`src/rtl/reg_file_sb.sv`:
```
// Register file for the pipelined datapath.
// It has 2 read ports and 1 write port, a per-register pending (scoreboard) bit,
// write-to-read bypass, an optional hardwired zero register, and a running count
// of outstanding writes.
module reg_file_sb #(
  parameter int unsigned DATA_W   = 32,
  parameter int unsigned ADDR_W   = 5,
  parameter int unsigned ZERO_REG = 1,
  parameter int unsigned BYPASS   = 1
) (
  input  logic              clk,
  input  logic              reset,
  input  logic [ADDR_W-1:0] rs1_addr,
  input  logic [ADDR_W-1:0] rs2_addr,
  output logic [DATA_W-1:0] rs1_data,
  output logic [DATA_W-1:0] rs2_data,
  output logic              rs1_busy,
  output logic              rs2_busy,
  input  logic              issue_valid,
  input  logic [ADDR_W-1:0] issue_rd,
  input  logic              RegWrite,
  input  logic [ADDR_W-1:0] wb_addr,
  input  logic [DATA_W-1:0] wb_data,
  output logic [ADDR_W:0]   pend_count
);

  localparam int unsigned DEPTH = 1 << ADDR_W;

  logic [DATA_W-1:0] r_regs [DEPTH];
  logic [DEPTH-1:0]  r_pend;
  logic [DEPTH-1:0]  w_pend_d;
  logic [ADDR_W:0]   r_pend_count;
  logic [ADDR_W:0]   w_cnt_d;

  logic w_rs1_zero, w_rs2_zero, w_wb_zero, w_iss_zero;
  logic w_rs1_byp, w_rs2_byp;
  logic w_set_hit, w_clr_hit, w_inc, w_dec;

  assign w_rs1_zero = (ZERO_REG != 0) && (rs1_addr == '0);
  assign w_rs2_zero = (ZERO_REG != 0) && (rs2_addr == '0);
  assign w_wb_zero  = (ZERO_REG != 0) && (wb_addr == '0);
  assign w_iss_zero = (ZERO_REG != 0) && (issue_rd == '0);

  // Bypass is suppressed during reset because the writeback is being discarded.
  assign w_rs1_byp = (BYPASS != 0) && !reset && RegWrite && (wb_addr == rs1_addr) && !w_rs1_zero;
  assign w_rs2_byp = (BYPASS != 0) && !reset && RegWrite && (wb_addr == rs2_addr) && !w_rs2_zero;

  assign w_set_hit = issue_valid && !w_iss_zero;
  assign w_clr_hit = RegWrite && r_pend[wb_addr] && !w_wb_zero;
  // Count only a fresh set. A clear that a same-address issue overrides is not counted.
  assign w_inc     = w_set_hit && !r_pend[issue_rd];
  assign w_dec     = w_clr_hit && !(w_set_hit && (issue_rd == wb_addr));

  assign pend_count = r_pend_count;

  // Read muxes: the zero register comes first, then bypass, then stored data.
  always_comb begin
    rs1_data = r_regs[rs1_addr];
    rs2_data = r_regs[rs2_addr];
    if (w_rs1_zero) begin
      rs1_data = '0;
    end else if (w_rs1_byp) begin
      rs1_data = wb_data;
    end
    if (w_rs2_zero) begin
      rs2_data = '0;
    end else if (w_rs2_byp) begin
      rs2_data = wb_data;
    end
    rs1_busy = !reset && r_pend[rs1_addr] && !w_rs1_byp;
    rs2_busy = !reset && r_pend[rs2_addr] && !w_rs2_byp;
  end

  // Next pending vector: apply the clear first so that a same-address issue wins.
  always_comb begin
    w_pend_d = r_pend;
    if (w_clr_hit) begin
      w_pend_d[wb_addr] = 1'b0;
    end
    if (w_set_hit) begin
      w_pend_d[issue_rd] = 1'b1;
    end
    w_cnt_d = r_pend_count + (ADDR_W + 1)'(w_inc) - (ADDR_W + 1)'(w_dec);
  end

  // Register storage write port.
  always_ff @(posedge clk) begin
    if (reset) begin
      for (int i = 0; i < DEPTH; i++) begin
        r_regs[i] <= '0;
      end
    end else if (RegWrite && !w_wb_zero) begin
      r_regs[wb_addr] <= wb_data;
    end
  end

  // Scoreboard state and the incremental outstanding-write count.
  always_ff @(posedge clk) begin
    if (reset) begin
      r_pend       <= '0;
      r_pend_count <= '0;
    end else begin
      r_pend       <= w_pend_d;
      r_pend_count <= w_cnt_d;
    end
  end

endmodule

```
`config.mk`:
```
export PLATFORM = sky130hd
export DESIGN_NAME = reg_file_sb
export DESIGN_NICKNAME = d
export VERILOG_FILES = /design/src/rtl/reg_file_sb.sv
export SDC_FILE = /design/constraint.sdc
export NUM_CORES = 2
export LEC_CHECK = 0
export ABC_CLOCK_PERIOD_IN_PS = 13200
export CAP_MARGIN = 20
export CORE_AREA = 5 5 309 341
export DETAILED_ROUTE_END_ITERATION = 7
export DIE_AREA = 0 0 314 346
export GPL_TIMING_DRIVEN = 0
export PLACE_DENSITY = 0.75
export SLEW_MARGIN = 20
export SYNTH_ARGS = -nofsm -noshare
export SYNTH_HDL_FRONTEND = slang
export SYNTH_SLANG_ARGS = --single-unit
```
`constraint.sdc`:
```
create_clock -name clk -period 13.2 [get_ports clk]
set_clock_uncertainty 0.05 [all_clocks]
set_input_delay 3.96 -clock clk [delete_from_list [all_inputs] [get_ports clk]]
set_output_delay 3.96 -clock clk [all_outputs]
set_load 0.01 [all_outputs]
```
==> flow_summary.rst <==
.. list-table::
   :header-rows: 1

   * - Metric
     - Value
   * - Highest metal used
     - met5
   * - Start point of the worst hold path
     - r_pend[12]$_SDFF_PP0_
   * - Total I/O pin count
     - 128
   * - Placeable core region
     - 0.102 sq mm
   * - Wire length of the first global-routing pass
     - ~320,000 um
   * - Die Footprint
     - 0.109 sq mm
   * - Final critical delay including setup and external delays
     - 13.57 ns
   * - Hold-critical path depth
     - 2
   * - Reg area
     - 0.0315 sq mm
   * - Final Slew Violations
     - 0
   * - Total via count after detailed routing
     - 44,000
   * - Top achievable clock speed
     - 73.7 MHz
   * - CTS resizes
     - 0
   * - CTS Root Cell
     - clkbuf_16
   * - Top flip-flop cell by instance count after synthesis
     - edfxtp_1
   * - R2r setup slk
     - 9.55 ns
   * - Crit Reg-Reg Endpoint
     - pend_count[5]$_SDFF_PP0_
   * - Transition time at the pin with the least slew margin
     - around 1.3 ns
   * - Type of the most critical hold path
     - flop to flop
   * - Syn Std Cell Area
     - 0.0584 sq mm
   * - Endpoint with the worst hold slack
     - r_pend[12]$_SDFF_PP0_
   * - Max VDD drop
     - 0.124 mV
   * - Violated checks
     - design-rule violations, negative setup slack
   * - DRC viols
     - 2
   * - Post-CTS Hold Fix Bufs
     - 0
   * - Worst reg2reg path startpoint
     - r_pend[14]$_SDFF_PP0_
   * - Area of placed instances
     - 0.0628 sq mm
   * - Synth area leader
     - edfxtp_1
   * - Accumulated negative setup slack
     - -0.772 ns
   * - Met3 wire len
     - ~42,000 um
   * - Clk pin slew, worst setup/hold paths
     - 0.06 ns
   * - Total clock buffers created by CTS
     - ~110
   * - Final estimated routing congestion in global placement
     - 1.06
   * - Number of global-route vias before repair
     - 41,900
   * - Area taken by multi-input logic gates
     - 0.0251 sq mm
   * - H-tree depth
     - 3
   * - Overall overflow remaining after global route
     - 0
   * - Router iterations before antenna repair
     - 7
   * - Leading post-synthesis cells by cell area
     - edfxtp_1 (53%), mux4_2 (14%), and2_1 (11%), mux2i_1 (5.0%), mux2_2 (2.0%)
   * - Setup violation total in the final timing report
     - 5
   * - Most used cells in the layout excluding fill and tap cells
     - edfxtp_1 (1,024), and2_1 (994), mux4_2 (366)
   * - Number of flops mapped to enable cells by yosys
     - 1,024
   * - Arrival time of the worst setup path
     - 9.56 ns
   * - Run status
     - complete, but fails checks
   * - Number of maximum-capacitance violations
     - 0
   * - Die extent in y
     - 346 um
   * - WS Path Type
     - input pin to primary output
   * - Fraction of layout instances using a drive strength above 1
     - 0.196
   * - Wl on met1
     - 79,800 um
   * - Final setup slack of the worst path
     - -0.366 ns
   * - Synthesized area per cell
     - roughly 14 sq um
   * - Area of all placed cells without fillers
     - 0.0668 sq mm
   * - Type of element launching the critical path
     - input pin
   * - Maximum buffer depth of the clock tree
     - 3
   * - Clk_lat worst skew
     - 0.72 ns
   * - Total number of nets in the final design
     - ~4,600
   * - Starting DRC count in detailed routing
     - 8,591
   * - Kind of capture point of the worst setup path
     - primary output
   * - Post-CTS Setup Inserts
     - 0
   * - Cell count after synthesis
     - between 4,000 and 5,000
   * - Site Rows
     - ~120
   * - Endpoint required time on the critical path
     - about 9.2 ns
   * - Final ANT Viol Nets
     - 0
   * - Starting Density
     - 0.575
   * - Count of buffers inserted at the top-level ports
     - about 120
   * - Clock tree from TritonCTS
     - yes
   * - Overall track demand over capacity in global routing
     - 0.427
   * - Wirelength, routed
     - around 240,000 um
   * - Sequential cell area fraction in the yosys report
     - 0.539
   * - Area share of the leading cell type in the synthesized netlist
     - 0.526
   * - Number of filler cells placed in the layout
     - 7,394
   * - Leakage power summed over all cells
     - 23.4 nW
   * - Final hold viol count
     - 0
   * - FF-to-FF path depth
     - 13
   * - Period Utilization, post-route
     - 1.03
   * - Number of warnings issued by yosys
     - 0
   * - Async S/R FF share, synth
     - 0
   * - Worst-path fanout max
     - 10
   * - Most common library cell in the layout ignoring fill and taps
     - edfxtp_1
   * - Routed wirelength normalized by instance count
     - 39.6 um
   * - Setup repair after global routing missed its margin
     - false
   * - Largest net degree at the start of global routing
     - 33
   * - Number of antenna violations at the first check in global routing
     - 20
   * - Detailed placer's ending HPWL
     - around 170,000 um
   * - Yosys cell types
     - 62
   * - Met2 wire length
     - 100,000 um
   * - Signed area change from the synthesized netlist to the final layout
     - 14.3%
   * - Count of state elements after synthesis
     - 1,062
   * - Max transition margin
     - 0.113
   * - Clock sink count
     - 1,062
   * - Average vias per placed instance
     - 7.35
   * - Power density of the placed cells
     - between 100 and 150 mW/mm^2
   * - Die Span X
     - between 300 and 400 um
==> registers in the layout (all words and copies together), names as in the netlist <==
register    cells
r_regs       1024
r_pend         32
pend_count      6
==> per-stage QoR <==
| stage | util | hold WS [ns] | power [mW] | setup WS, ns | instances |
|---|---|---|---|---|---|
| final | 0.657 | 0.510 | 8.74 | -0.366 | 5990 |
| after global routing | 0.657 | 0.529 | 8.87 | 0.0837 | 5976 |
| after CTS | 0.657 | 0.507 | 8.63 | 0.384 | 5976 |
| after detailed placement | 0.619 | 0.494 | 5.28 | 0.400 | 5771 |
| after global placement | 0.604 | 0.479 | 5.23 | 0.157 | 5727 |
| after floorplan | - | 0.427 | 4.69 | 3.55 | 4297 |
==> critical path, stage by stage <==
cell and delay, ns:
clkdlybuf4s50_1 0.87, buf_2 0.45, buf_2 0.59, nand2b_1 0.25
clkbuf_1 1.00, nor2_1 0.11, nor3_1 0.52, nor3_1 0.12
nor3_1 0.95, clkdlybuf4s50_1 0.71
==> cells in the mapped netlist, drive strengths merged (2+ instances only) <==
library cell,instances
o221ai,60
xor2,7
o21ai,64
nor3,159
inv,9
mux4,366
nor4,6
nor2,214
edfxtp,1024
mux2i,294
mux2,104
a2111oi,2
or3b,6
nor3b,3
and2,995
or2,3
dfxtp,38
a221oi,30
a211oi,21
o311ai,31
nand3b,10
a21oi,26
o311a,22
nand2,49
buf,152
nand4,3
a211o,2
a22oi,68
or4,2
nand3,12
o22ai,72
ha,6
clkbuf,305
or3,4
nand2b,15
nor2b,13
xnor2,12
a31oi,14
a221o,34
==> power by group <==
group	total, mW	switching, mW	internal, mW
clock network	3.45	1.42	2.03
registers	3.99	0.108	3.88
logic	1.30	0.804	0.500
==> kinds of logic after synthesis <==
family,count (synthesis),synth area share
AOI/OAI and AO/OA,451,0.0574
xor gates and xnor gates,19,0.00285
adders and majority gates,7,0.00163
buffers and inverters,466,0.0387
DFF,1062,0.539
muxes,764,0.212
other,1,0.0000642
and+or+nand+nor,1496,0.149
==> how the worst max path moves through the flow <==
| stage | startpoint | endpoint | slack (ns) |
|---|---|---|---|
| 6_report | rs1_addr[4] | rs1_data[20] | -0.37 |
| 5_1_grt | rs1_addr[4] | rs1_data[20] | 0.08 |
| 4_1_cts | rs1_addr[4] | rs1_data[20] | 0.38 |
| 3_5_place_dp | rs1_addr[4] | rs1_data[20] | 0.40 |
| 3_3_place_gp | rs1_addr[4] | rs1_data[18] | 0.16 |
| 2_1_floorplan | wb_addr[1] | rs2_data[0] | 3.55 |
==> routing by layer <==
layer | GRT usage | up-vias
met4 | 0.208 | 16
met1 | 0.555 | 21900
met3 | 0.198 | 912
met5 | 0 | -
li1 | - | 16900
met2 | 0.610 | 4280
==> layout make-up <==
type,count,share of cell area
buffer,457,0.0336
antenna,14,0.000525
tap,1312,0.0246
clock inverter,73,0.0147
inverter,9,0.000506
multi-input combinational,2769,0.376
sequential,1062,0.472
timing repair buffer,162,0.0341
clock buffer,132,0.0439
Power figures use the tool's default switching activity.
